$ cat config.mk
export PLATFORM = sky130hd
export DESIGN_NAME = seq_pair_fetch
export DESIGN_NICKNAME = d
export VERILOG_FILES = /design/src/rtl/nw_pkg.sv /design/src/rtl/nw_ij_counter.sv /design/src/rtl/seq_pair_fetch.sv
export SDC_FILE = /design/constraint.sdc
export NUM_CORES = 1
export LEC_CHECK = 0
export CAP_MARGIN = 20
export CORE_MARGIN = 10
export CORE_UTILIZATION = 45
export DETAILED_ROUTE_END_ITERATION = 8
export PLACE_DENSITY = 0.83
export SLEW_MARGIN = 10
export SYNTH_ARGS = -nofsm -noshare
export SYNTH_HDL_FRONTEND = slang
export SYNTH_SLANG_ARGS = --single-unit
$ cat constraint.sdc
create_clock -name clk -period 1.7 [get_ports clk]
set_input_delay 0.51 -clock clk [delete_from_list [all_inputs] [get_ports clk]]
set_output_delay 0.51 -clock clk [all_outputs]
set_load 0.05 [all_outputs]
$ cat src/rtl/nw_pkg.sv
// Shared Needleman-Wunsch definitions: symbol width, nucleotide codes and the
// fetch FSM state encoding.
package nw_pkg;

   localparam int unsigned SYM_W = 3;

   localparam logic [SYM_W-1:0] SYM_A   = SYM_W'(0);
   localparam logic [SYM_W-1:0] SYM_C   = SYM_W'(1);
   localparam logic [SYM_W-1:0] SYM_G   = SYM_W'(2);
   localparam logic [SYM_W-1:0] SYM_T   = SYM_W'(3);
   localparam logic [SYM_W-1:0] SYM_GAP = SYM_W'(4);
   localparam logic [SYM_W-1:0] SYM_MAX = SYM_W'(4);

   typedef enum logic [1:0] {
      ST_IDLE    = 2'd0,
      ST_FETCH   = 2'd1,
      ST_PRESENT = 2'd2,
      ST_DONE    = 2'd3
   } nw_state_t;

endpackage

$ cat src/rtl/nw_ij_counter.sv
// Nested 1-based (i,j) cell counter, j innermost; shared by the pair fetcher
// and the traceback address generator.
module nw_ij_counter #(
   parameter int unsigned LEN = 8,
   parameter int unsigned IW  = 4
) (
   input  logic          clk,
   input  logic          rst,
   input  logic          clear,
   input  logic          advance,
   output logic [IW-1:0] i,
   output logic [IW-1:0] j,
   output logic          row_end_c,
   output logic          last_c
);

   logic [IW-1:0] i_q, i_d, j_q, j_d;

   assign row_end_c = (j_q == IW'(LEN));
   assign last_c    = row_end_c && (i_q == IW'(LEN));

   always_comb begin
      i_d = i_q;
      j_d = j_q;
      if (clear) begin
         i_d = IW'(1);
         j_d = IW'(1);
      end else if (advance) begin
         if (row_end_c) begin
            j_d = IW'(1);
            i_d = i_q + IW'(1);
         end else begin
            j_d = j_q + IW'(1);
         end
      end
   end

   always_ff @(posedge clk or posedge rst) begin
      if (rst) begin
         i_q <= IW'(1);
         j_q <= IW'(1);
      end else begin
         i_q <= i_d;
         j_q <= j_d;
      end
   end

   assign i = i_q;
   assign j = j_q;

endmodule

$ cat src/rtl/seq_pair_fetch.sv
// Walks the LEN x LEN score matrix and presents (A[i-1], B[j-1]) pairs with a
// ready handshake. Optional invalid-symbol flag built under SYM_CHECK_EN.
module seq_pair_fetch
   import nw_pkg::*;
#(
   parameter int unsigned LEN = 8,
   parameter int unsigned AW  = 3,
   parameter int unsigned IW  = 4
) (
   input  logic             clk,
   input  logic             rst,
   input  logic             start,
   input  logic             ready_in,
   output logic [AW-1:0]    a_addr,
   output logic [AW-1:0]    b_addr,
   input  logic [SYM_W-1:0] a_data,
   input  logic [SYM_W-1:0] b_data,
   output logic [SYM_W-1:0] a,
   output logic [SYM_W-1:0] b,
   output logic             en_read,
   output logic [IW-1:0]    cell_i,
   output logic [IW-1:0]    cell_j,
   output logic             busy,
   output logic             done,
   output logic             sym_err
);

   nw_state_t        state_q, state_d;
   logic [AW-1:0]    a_addr_q, a_addr_d, b_addr_q, b_addr_d;
   logic [SYM_W-1:0] a_q, a_d, b_q, b_d;
   logic             en_read_q, en_read_d, busy_q, busy_d, done_q, done_d;
   logic [IW-1:0]    cell_i_q, cell_i_d, cell_j_q, cell_j_d;
   logic             ctr_clear, ctr_adv, ctr_row_end, ctr_last;
   logic [IW-1:0]    ctr_i, ctr_j;
   logic             accept_c;

   nw_ij_counter #(.LEN(LEN), .IW(IW)) u_ctr (
      .clk       (clk),
      .rst       (rst),
      .clear     (ctr_clear),
      .advance   (ctr_adv),
      .i         (ctr_i),
      .j         (ctr_j),
      .row_end_c (ctr_row_end),
      .last_c    (ctr_last)
   );

   assign accept_c = en_read_q && ready_in;

   // Next-state and next-output logic; addresses are loaded on every FETCH entry
   always_comb begin
      state_d   = state_q;
      a_addr_d  = a_addr_q;
      b_addr_d  = b_addr_q;
      a_d       = a_q;
      b_d       = b_q;
      en_read_d = en_read_q;
      cell_i_d  = cell_i_q;
      cell_j_d  = cell_j_q;
      done_d    = 1'b0;
      ctr_clear = 1'b0;
      ctr_adv   = 1'b0;
      case (state_q)
         ST_IDLE: begin
            if (start) begin
               ctr_clear = 1'b1;
               a_addr_d  = '0;
               b_addr_d  = '0;
               state_d   = ST_FETCH;
            end
         end
         ST_FETCH: begin
            a_d       = a_data;
            b_d       = b_data;
            en_read_d = 1'b1;
            cell_i_d  = ctr_i;
            cell_j_d  = ctr_j;
            state_d   = ST_PRESENT;
         end
         ST_PRESENT: begin
            if (accept_c) begin
               en_read_d = 1'b0;
               if (ctr_last) begin
                  done_d  = 1'b1;
                  state_d = ST_DONE;
               end else begin
                  ctr_adv = 1'b1;
                  state_d = ST_FETCH;
                  // Row wrap: next row index i maps to address i, column restarts at 0
                  if (ctr_row_end) begin
                     a_addr_d = AW'(ctr_i);
                     b_addr_d = '0;
                  end else begin
                     a_addr_d = AW'(ctr_i - IW'(1));
                     b_addr_d = AW'(ctr_j);
                  end
               end
            end
         end
         ST_DONE: state_d = ST_IDLE;
         default: state_d = ST_IDLE;
      endcase
      busy_d = (state_d != ST_IDLE);
   end

   always_ff @(posedge clk or posedge rst) begin
      if (rst) begin
         state_q   <= ST_IDLE;
         a_addr_q  <= '0;
         b_addr_q  <= '0;
         a_q       <= '0;
         b_q       <= '0;
         en_read_q <= 1'b0;
         cell_i_q  <= IW'(1);
         cell_j_q  <= IW'(1);
         busy_q    <= 1'b0;
         done_q    <= 1'b0;
      end else begin
         state_q   <= state_d;
         a_addr_q  <= a_addr_d;
         b_addr_q  <= b_addr_d;
         a_q       <= a_d;
         b_q       <= b_d;
         en_read_q <= en_read_d;
         cell_i_q  <= cell_i_d;
         cell_j_q  <= cell_j_d;
         busy_q    <= busy_d;
         done_q    <= done_d;
      end
   end

`ifdef SYM_CHECK_EN
   logic sym_err_q, sym_err_d;

   // Sticky until the next accepted start; never stalls the walk
   always_comb begin
      sym_err_d = sym_err_q;
      if (state_q == ST_IDLE && start) begin
         sym_err_d = 1'b0;
      end else if (state_q == ST_FETCH && (a_data > SYM_MAX || b_data > SYM_MAX)) begin
         sym_err_d = 1'b1;
      end
   end

   always_ff @(posedge clk or posedge rst) begin
      if (rst) sym_err_q <= 1'b0;
      else     sym_err_q <= sym_err_d;
   end

   assign sym_err = sym_err_q;
`else
   assign sym_err = 1'b0;
`endif

   assign a_addr  = a_addr_q;
   assign b_addr  = b_addr_q;
   assign a       = a_q;
   assign b       = b_q;
   assign en_read = en_read_q;
   assign cell_i  = cell_i_q;
   assign cell_j  = cell_j_q;
   assign busy    = busy_q;
   assign done    = done_q;

endmodule

# Yosys cells after proc, flatten, opt, wreduce, memory -nomap -nowiden
# Cells that the tools add are included.
# op_classes
n_addsub	3
n_eq_ne	8
n_mux	29
reduce_logical	11
# op_table
cell	n
2-to-1 mux 4 bit	6
2-to-1 mux 3 bit	7
one-hot mux 3 bit (2 select lines)	2
nonzero test 2 bit	5
2-to-1 mux 1 bit	9
adder 4 x 1 -> 4 bit (second input constant)	2
equality test 4 bit (second input constant)	2
one-hot mux 2 bit (4 select lines)	1
2-to-1 mux 2 bit	3
!= test 2 bit (second input constant)	3
equality test 2 bit (second input constant)	2
AND reduction 2 bit	2
AND reduction 4 bit	1
subtractor 3 x 1 -> 3 bit (second input constant)	1
equality test 2 x 1 -> 1 bit (second input constant)	1
logical AND 1 bit	2
zero test 2 bit	1
one-hot mux 1 bit (2 select lines)	1
# totals
reg_bits	33
inputBits	10
out_inout_bits	24
elab_cells	63

# Depth between registers and ports, before layout
# Gate-level depths: netlist of run 1.
# logic_depth
word_depth	7
depth_mapped	6
ltp_nobuf	5

# Cells and area by module
# From an unflattened synthesis of run 1, not the netlist that was laid out.
# unflattened
cells_unflattened	134
area_unflattened_um2	1601.5
# by_module_without_submodules
mod	n_inst	cells_per_inst	area_per_inst_um2	seq_area_each_um2
seq_pair_fetch	1	86	1117.3	628.1
nw_ij_counter	1	48	484.2	202.7

# Worst setup path before layout of run 1
# OpenSTA, ideal clock, no wires.
# synth_path
path_kind	register -> register
from	register u_ctr.j_q[0] (netlist: u_ctr.j[0])
to	register u_ctr.j_q[2] (netlist: u_ctr.j[2])
setup_ns	0.077
arrival_ns	1.666
required_time_ns	1.623
setup_slack_ns	-0.044
stages_incl_launch_ff	7
n_path_buf	1
period_less_slack_ns	1.744
cell_sequence	dfstp_2 -> inv_1 -> ha_1 -> and3b_1 -> buf_6 -> or4_1 -> a21oi_1
# synth_between
elab_chain_len	6
elab_cells_between_ends	10
cone_classes	add/sub (1); eq/ne (1); mux (6); reduce/logical (2)
# synth_rtl
item	line	source
from (decl)	nw_ij_counter.sv:17	logic [IW-1:0] i_q, i_d, j_q, j_d;
from (signal assigned)	nw_ij_counter.sv:44	j_q <= j_d;
parallel branches: the longest is 6 deep, another holds adder 4 x 1 -> 4 bit	--	
# Parallel ways; which one is timed is not known. The select of a mux whose other input is x is not followed.
# A chain may end at the register's enable or synchronous reset.

# Worst setup path after layout of run 1
# layout_path
from	register u_ctr.j_q[0] (netlist: u_ctr.j[0])
to	register state_q[1]
# layout_between
elab_chain_len	5
# layout_rtl
item	line	source
equality test 4 bit	nw_ij_counter.sv:19	assign row_end_c = (j_q == IW'(LEN));
logical AND 1 bit	nw_ij_counter.sv:20	assign last_c = row_end_c && (i_q == IW'(LEN));
2-to-1 mux 2 bit	seq_pair_fetch.sv:83	if (ctr_last) begin
2-to-1 mux 2 bit	seq_pair_fetch.sv:81	if (accept_c) begin
one-hot mux 2 bit (4 select lines)	seq_pair_fetch.sv:63	case (state_q)
net state_d[1]	seq_pair_fetch.sv:28	nw_state_t state_q, state_d;
to (signal assigned)	seq_pair_fetch.sv:119	state_q <= state_d;
to (decl)	seq_pair_fetch.sv:28	
# The timed path passes the listed nets, and every way through them passes these cells.

==> results.sh, run 1 <==
export IMPL_status="finished, final reports clean"
export IMPL_post_route_util=0.696
export IMPL_port_buffers=32
export IMPL_switching_share=0.382
export IMPL_place_hpwl_mm=2.88
export IMPL_critPathLaunchType="flip-flop"
export IMPL_core_mm2=0.00334
export IMPL_clk_pin_slew_ns=0.11
export IMPL_finalCriticalPeriod_ns=1.65
export IMPL_p_total_uw=3490
export IMPL_route_vias_total=1175
export IMPL_leakage_uw=0.00107
export IMPL_reg2reg_slack_ns=0.05
export IMPL_holdWs_ns=0.499
export IMPL_share_comb_of_total_power=0.484
export IMPL_start_util=0.466
export IMPL_grt_use_met3=0.0495
export IMPL_layout_commonest_cell="dfrtp_1"
export IMPL_antennaDiodeCount=0
export IMPL_clock_power_share=0.177
export IMPL_seq_power_share=0.339
export IMPL_pre_cts_slack_ns=-0.353
export IMPL_drcViolationCount=0
export IMPL_r2r_end="state_q[1]"
export IMPL_synth_flop_cell="dfrtp_1"
export IMPL_ir_worst_vdd_v=0.000802
export IMPL_critPathCaptureType="flip-flop"
export IMPL_fin_cells=223
export IMPL_avgViaCountPerCell=5.27
export IMPL_rr_worst_depth=6
export IMPL_path_class="flip-flop to flip-flop"
export IMPL_cp_max_fo=6
export IMPL_hp_class="input pin to async pin"
export IMPL_finalHoldViolCount=0
export IMPL_async_flop_share=1.00
export IMPL_routedWlPerCell_um=17.0
export IMPL_nets=191
export IMPL_worst_ep_arrival_time_ns=1.89
export IMPL_cts_root_buf="clkbuf_4"
export IMPL_antenna_found_initial=0
export IMPL_syn_nets=146
export IMPL_place_gp_congestion=0.862
export IMPL_dieArea_mm2=0.00621
export IMPL_layout_common_cells="dfrtp_1 (29), buf_12 (24), mux2_2 (15)"
export IMPL_cts_max_level=2
export IMPL_synthCells=131
export IMPL_dpl_cell_count=214
export IMPL_clock_skew_ns=0.0121
export IMPL_maxCapViolCount=0
export IMPL_die_h_um=78.8
export IMPL_die_w_um=78.8
export IMPL_cts_hold_buf=0
export IMPL_crit_required_ns=1.94
export IMPL_max_freq_ghz=0.608
export IMPL_power_switching_uw=1340
export IMPL_cts_buffer_depth=2
export IMPL_rows=21
export IMPL_cts_tree="done"
export IMPL_cts_sinks=33
export IMPL_grt_pass1_vias=1277
export IMPL_yosysTopAreaCell="dfrtp_1"
export IMPL_setup_slack_ns=0.0547
export IMPL_grtUsageMet2=0.217
export IMPL_routed_wl_mm=3.80
export IMPL_drtIter0Drc=116
export IMPL_yosys_area_top_type_share=0.467
export IMPL_area_growth_pct=49.2
export IMPL_drv_slew=0
export IMPL_dr_pass1_iters=5
export IMPL_num_fill_cells=244
export IMPL_busiest_layer="met2"
export IMPL_grt_overflow_total=0
export IMPL_grt_max_degree=34
export IMPL_synthDistinctLibCells=39
export IMPL_grt_pass1_wl_mm=6.36
export IMPL_io_pins=34
export IMPL_rr_startpoint="u_ctr.j[0]"
export IMPL_drtAntennaViolNets=0
export IMPL_clock_latency_ns=0.35
export IMPL_drive_above_1_share=0.390
export IMPL_synth_edf_count=0
export IMPL_p_int_uw=2160
export IMPL_ys_ff_latch=33
export IMPL_synth_area_leaders="dfrtp_1 (47%), mux2_2 (11%), dfstp_2 (6.8%)"
export IMPL_seq_area_frac_synth=0.534
export IMPL_syn_area_per_cell_um2=11.9
export IMPL_met1_usage=0.138
export IMPL_rsz0062_at_grt="no"
export IMPL_track_usage=0.128
export IMPL_power_density_mw_per_mm2=1500
export IMPL_yosys_warnings=0
export IMPL_syn_area_mm2=0.00156
export IMPL_numCtsBuffers=5
export IMPL_finalCritPeriodShare=0.968
export IMPL_setup_viol=0
[worst max-delay path, stage by stage, from the launching register on]
cell and delay, ns:
dfstp_2 0.55, inv_2 0.05, ha_2 0.19, nand3b_1 0.24, buf_4 0.20, o211ai_1 0.11, a21o_1 0.20
[worst max path at each step]
| stage | endpoint | slack [ns] | startpoint |
|---|---|---|---|
| floorplan | u_ctr.j[2] | 0.02 | u_ctr.j[0] |
| global placement | a_addr[2] | -0.25 | ready_in |
| detailed placement | a_addr[1] | -0.35 | ready_in |
| CTS | a_addr[1] | 0.005 | ready_in |
| global route | state_q[1] | 0.0002 | u_ctr.j[0] |
| finish | state_q[1] | 0.05 | u_ctr.j[0] |
[synth_stat cells (all sizes together) (2+ instances only)]
library cell / number
inv: 7
mux2i: 7
nor3: 3
a21oi: 4
nand2: 9
or4: 2
nand3: 5
nor2: 3
nor2b: 4
and4b: 2
nand4b: 2
ha: 5
a21o: 2
dfstp: 4
buf: 6
o21ai: 4
dfrtp: 29
o21a: 2
nand3b: 2
mux2: 15
[sequential cells by signal, summed over array words and instances (netlist names)]
register and flops:
cell_i 4, cell_j 4, u_ctr.i 4, u_ctr.j 4, a 3, a_addr 3, b 3, b_addr 3
state_q 2, busy 1, done 1, en_read 1
[layout make-up]
class                   count  area [um^2]  area share
flip-flops and latches     33          831       0.358
multi-input cells          84          661       0.285
repair buffers             45          661       0.285
well taps                  46         57.6      0.0248
clock buffers               7         55.1      0.0237
clock inverters             1         30.0      0.0129
inverters                   7         26.3      0.0113
[cell families after synthesis]
family	count (synthesis)	share of synthesized area
multiplexers	22	0.154
adder cells (fa/ha/maj)	5	0.0402
buffers and inverters	14	0.0443
flip-flops	33	0.534
XOR/XNOR	1	0.00563
other	1	0.00241
AND/OR/NAND/NOR	36	0.139
AO/OA/AOI/OAI	19	0.0805
[timing repair]
action | CTS | global route
endpoints found under the setup margin | 0 | 8
hold endpoints to repair | 0 | 0
gates resized for setup | 0 | 2
setup buffers | 0 | 1
[power by group through the flow]
stage | clock network (uW) | logic [uW] | registers, uW
4_1_cts | 623 | 1700 | 1190
6_report | 618 | 1690 | 1180
3_3_place_gp | 0 | 1650 | 1180
3_5_place_dp | 0 | 1700 | 1200
2_1_floorplan | 0 | 455 | 1580
5_1_grt | 661 | 1770 | 1220
[per-stage QoR]
step	cell area, um^2	setup TNS (ns)
5_1_grt	2320	0
3_3_place_gp	2230	-2.87
4_1_cts	2310	0
2_1_floorplan	1560	0
6_report	2320	0
3_5_place_dp	2230	-3.90
[routing by layer]
layer  vias to the layer above  share of wire
met5                         -              0
met4                         0          0.012
met3                         5          0.073
met2                        36           0.51
met1                       580           0.40
li1                        554              -
(Power assumes the default switching activity.)
==> run 2, diff against run 1 <==
==> constraint.sdc (replaced) <==
create_clock -name clk -period 1.7 [get_ports clk]
set_input_delay 0.17 -clock clk [delete_from_list [all_inputs] [get_ports clk]]
set_output_delay 0.17 -clock clk [all_outputs]
set_load 0.05 [all_outputs]
==> run 2 against run 1 <==
Against the previous run:
- final area shrank 8.7%
- sequential share of layout area grew 3.4 points
- combinational power shrank 15%
- clock power is essentially flat
- critical path type unchanged
- sequential power shrank 6%
- fmax shrank 2.4%
- critical endpoint is now u_ctr.j[2]
- final cell count grew 2.2%
- sequential cell count is the same
- global-route usage shrank 0.19 points
- clock skew shrank 0.0014 ns
- largest cell class unchanged
- worst hold slack lost 0.30 ns
- clock-buffer cell count is the same
==> results.sh, run 2 (synthesis gave the netlist of run 1 again) <==
export IMPL_rr_startpoint="u_ctr.j[0]"
export IMPL_setup_viol=0
export IMPL_worst_ep_arrival_time_ns=1.97
export IMPL_crit_buf_inv=1
export IMPL_maxCapViolCount=0
export IMPL_grt_pass1_wl_mm=6.16
export IMPL_reg2reg_slack_ns=0.01
export IMPL_met1_usage=0.133
export IMPL_die_w_um=78.8
export IMPL_rsz0062_at_grt="yes"
export IMPL_critPathCaptureType="flip-flop"
export IMPL_dr_pass1_iters=4
export IMPL_clk_pin_slew_ns=0.11
export IMPL_finalCriticalPeriod_ns=1.69
export IMPL_cts_buffer_depth=2
export IMPL_rows=21
export IMPL_start_util=0.466
export IMPL_fin_setup_tns_ns=0
export IMPL_clock_power_share=0.197
export IMPL_share_comb_of_total_power=0.453
export IMPL_nets=196
export IMPL_relSlewSlack=0.659
export IMPL_antennaDiodeCount=0
export IMPL_power_density_mw_per_mm2=1490
export IMPL_drtIter0Drc=89
export IMPL_grt_max_degree=34
export IMPL_switching_share=0.406
export IMPL_drv_slew=0
export IMPL_io_pins=34
export IMPL_layout_commonest_cell="buf_4"
export IMPL_max_freq_ghz=0.593
export IMPL_max_stage_delay_ns=0.59
export IMPL_antenna_found_initial=0
export IMPL_multiInputGateArea_um2=691
export IMPL_finalHoldViolCount=0
export IMPL_num_fill_cells=261
export IMPL_r2r_end="u_ctr.j[2]"
export IMPL_p_int_uw=1870
export IMPL_clock_skew_ns=0.0107
export IMPL_routed_wl_mm=3.82
export IMPL_cp_slowest_cell="dfstp_2"
export IMPL_status="finished, final reports clean"
export IMPL_route_vias_total=1209
export IMPL_grtUsageMet2=0.211
export IMPL_seq_power_share=0.351
export IMPL_dieArea_mm2=0.00621
export IMPL_path_class="flip-flop to flip-flop"
export IMPL_holdWs_ns=0.201
export IMPL_drcViolationCount=0
export IMPL_avgViaCountPerCell=5.30
export IMPL_p_total_uw=3150
export IMPL_area_growth_pct=36.2
export IMPL_place_hpwl_mm=2.77
export IMPL_core_mm2=0.00334
export IMPL_clock_latency_ns=0.34
export IMPL_die_h_um=78.8
export IMPL_layout_area_seq_um2=831
export IMPL_grt_pass1_vias=1268
export IMPL_cts_root_buf="clkbuf_4"
export IMPL_cts_sinks=33
export IMPL_critPathLaunchType="flip-flop"
export IMPL_rr_worst_depth=5
export IMPL_crit_family="simple AND/OR/NAND/NOR gates"
export IMPL_setup_slack_ns=0.0136
export IMPL_cts_tree="done"
export IMPL_numCtsBuffers=5
export IMPL_layout_common_cells="buf_4 (33), dfrtp_1 (29), mux2_2 (15)"
export IMPL_track_usage=0.126
export IMPL_drive_above_1_share=0.390
export IMPL_grt_overflow_total=0
export IMPL_leakage_uw=0.00107
export IMPL_port_buffers=32
export IMPL_ir_worst_vdd_v=0.000610
export IMPL_cts_hold_buf=0
export IMPL_hp_class="input pin to async pin"
export IMPL_place_gp_congestion=0.875
export IMPL_cp_max_fo=5
export IMPL_drtAntennaViolNets=0
export IMPL_tightest_slew_ns=0.511
export IMPL_grt_use_met3=0.0473
export IMPL_crit_required_ns=1.99
export IMPL_path_cells="inv_2 > ha_4 > and3b_2 > or4_4 > a21oi_2"
export IMPL_pre_cts_slack_ns=0.0192
export IMPL_finalCritPeriodShare=0.992
export IMPL_power_switching_uw=1280
export IMPL_routedWlPerCell_um=16.8
export IMPL_cts_max_level=2
export IMPL_busiest_layer="met2"
## run 2: cell count changes in the layout (fill, tap and decap cells not counted), sizes merged
cell           before  now
dlymetal6s2s        0    5
dlygate4sd2         0    2
clkdlybuf4s50       9   10
buf                36   33
## run 2: area by class of cell
| class | instances | share of cell area |
|---|---|---|
| Multi-Input combinational cell | 84 | 0.326 |
| Clock inverter | 1 | 0.0142 |
| Timing Repair Buffer | 50 | 0.202 |
| Clock buffer | 7 | 0.0260 |
| Sequential cell | 33 | 0.392 |
| Tap cell | 46 | 0.0272 |
| Inverter | 7 | 0.0124 |
## run 2: metal layers
metal  vias up  part of all wire
li1        567                 -
met1       601              0.40
met2        34              0.52
met3         7             0.065
met4         0             0.021
met5         -                 0
## run 2: worst max-delay path by stage
| stage | depth (start not counted) | end | slack [ns] | start |
|---|---|---|---|---|
| global placement | 5 | u_ctr.j[2] | 0.08 | u_ctr.j[0] |
| floorplan | 6 | u_ctr.j[2] | 0.02 | u_ctr.j[0] |
| global route | 5 | u_ctr.j[1] | -0.05 | u_ctr.i[0] |
| CTS | 1 | a[1] | 0.0007 | a[1] |
| finish | 5 | u_ctr.j[2] | 0.01 | u_ctr.j[0] |
| detailed placement | 4 | u_ctr.i[3] | 0.02 | ready_in |
## run 2: power groups by stage
stage          Sequential [uW]  Combinational [uW]  Clock [uW]
3_5_place_dp              1130                1380           0
2_1_floorplan             1580                 455           0
6_report                  1110                1430         620
4_1_cts                   1110                1370         628
3_3_place_gp              1110                1350           0
5_1_grt                   1140                1510         663
## run 2: worst register-to-register path: cells and delay by family, from the launching register on
kind | cells | cell delay, ns
flip-flops | 1 | 0.59
AO/OA/AOI/OAI | 1 | 0.14
AND/OR/NAND/NOR | 2 | 0.68
buffers and inverters | 1 | 0.06
adder cells (fa/ha/maj) | 1 | 0.16
## run 2: through the flow
stage | cell area [um^2] | cells | util
after floorplan | 1560 | 131 | -
after global placement | 1960 | 216 | 0.588
after detailed placement | 1960 | 216 | 0.588
after CTS | 2040 | 224 | 0.612
after global routing | 2120 | 228 | 0.635
final | 2120 | 228 | 0.635
## run 2: timing repair
item / CTS / global route
pin swaps: 0 / 2
gates cloned: 0 / 0
endpoints found under the setup margin: 2 / 15
endpoints found under the hold margin: 0 / 0
gates resized for setup: 2 / 13
setup buffers: 0 / 4
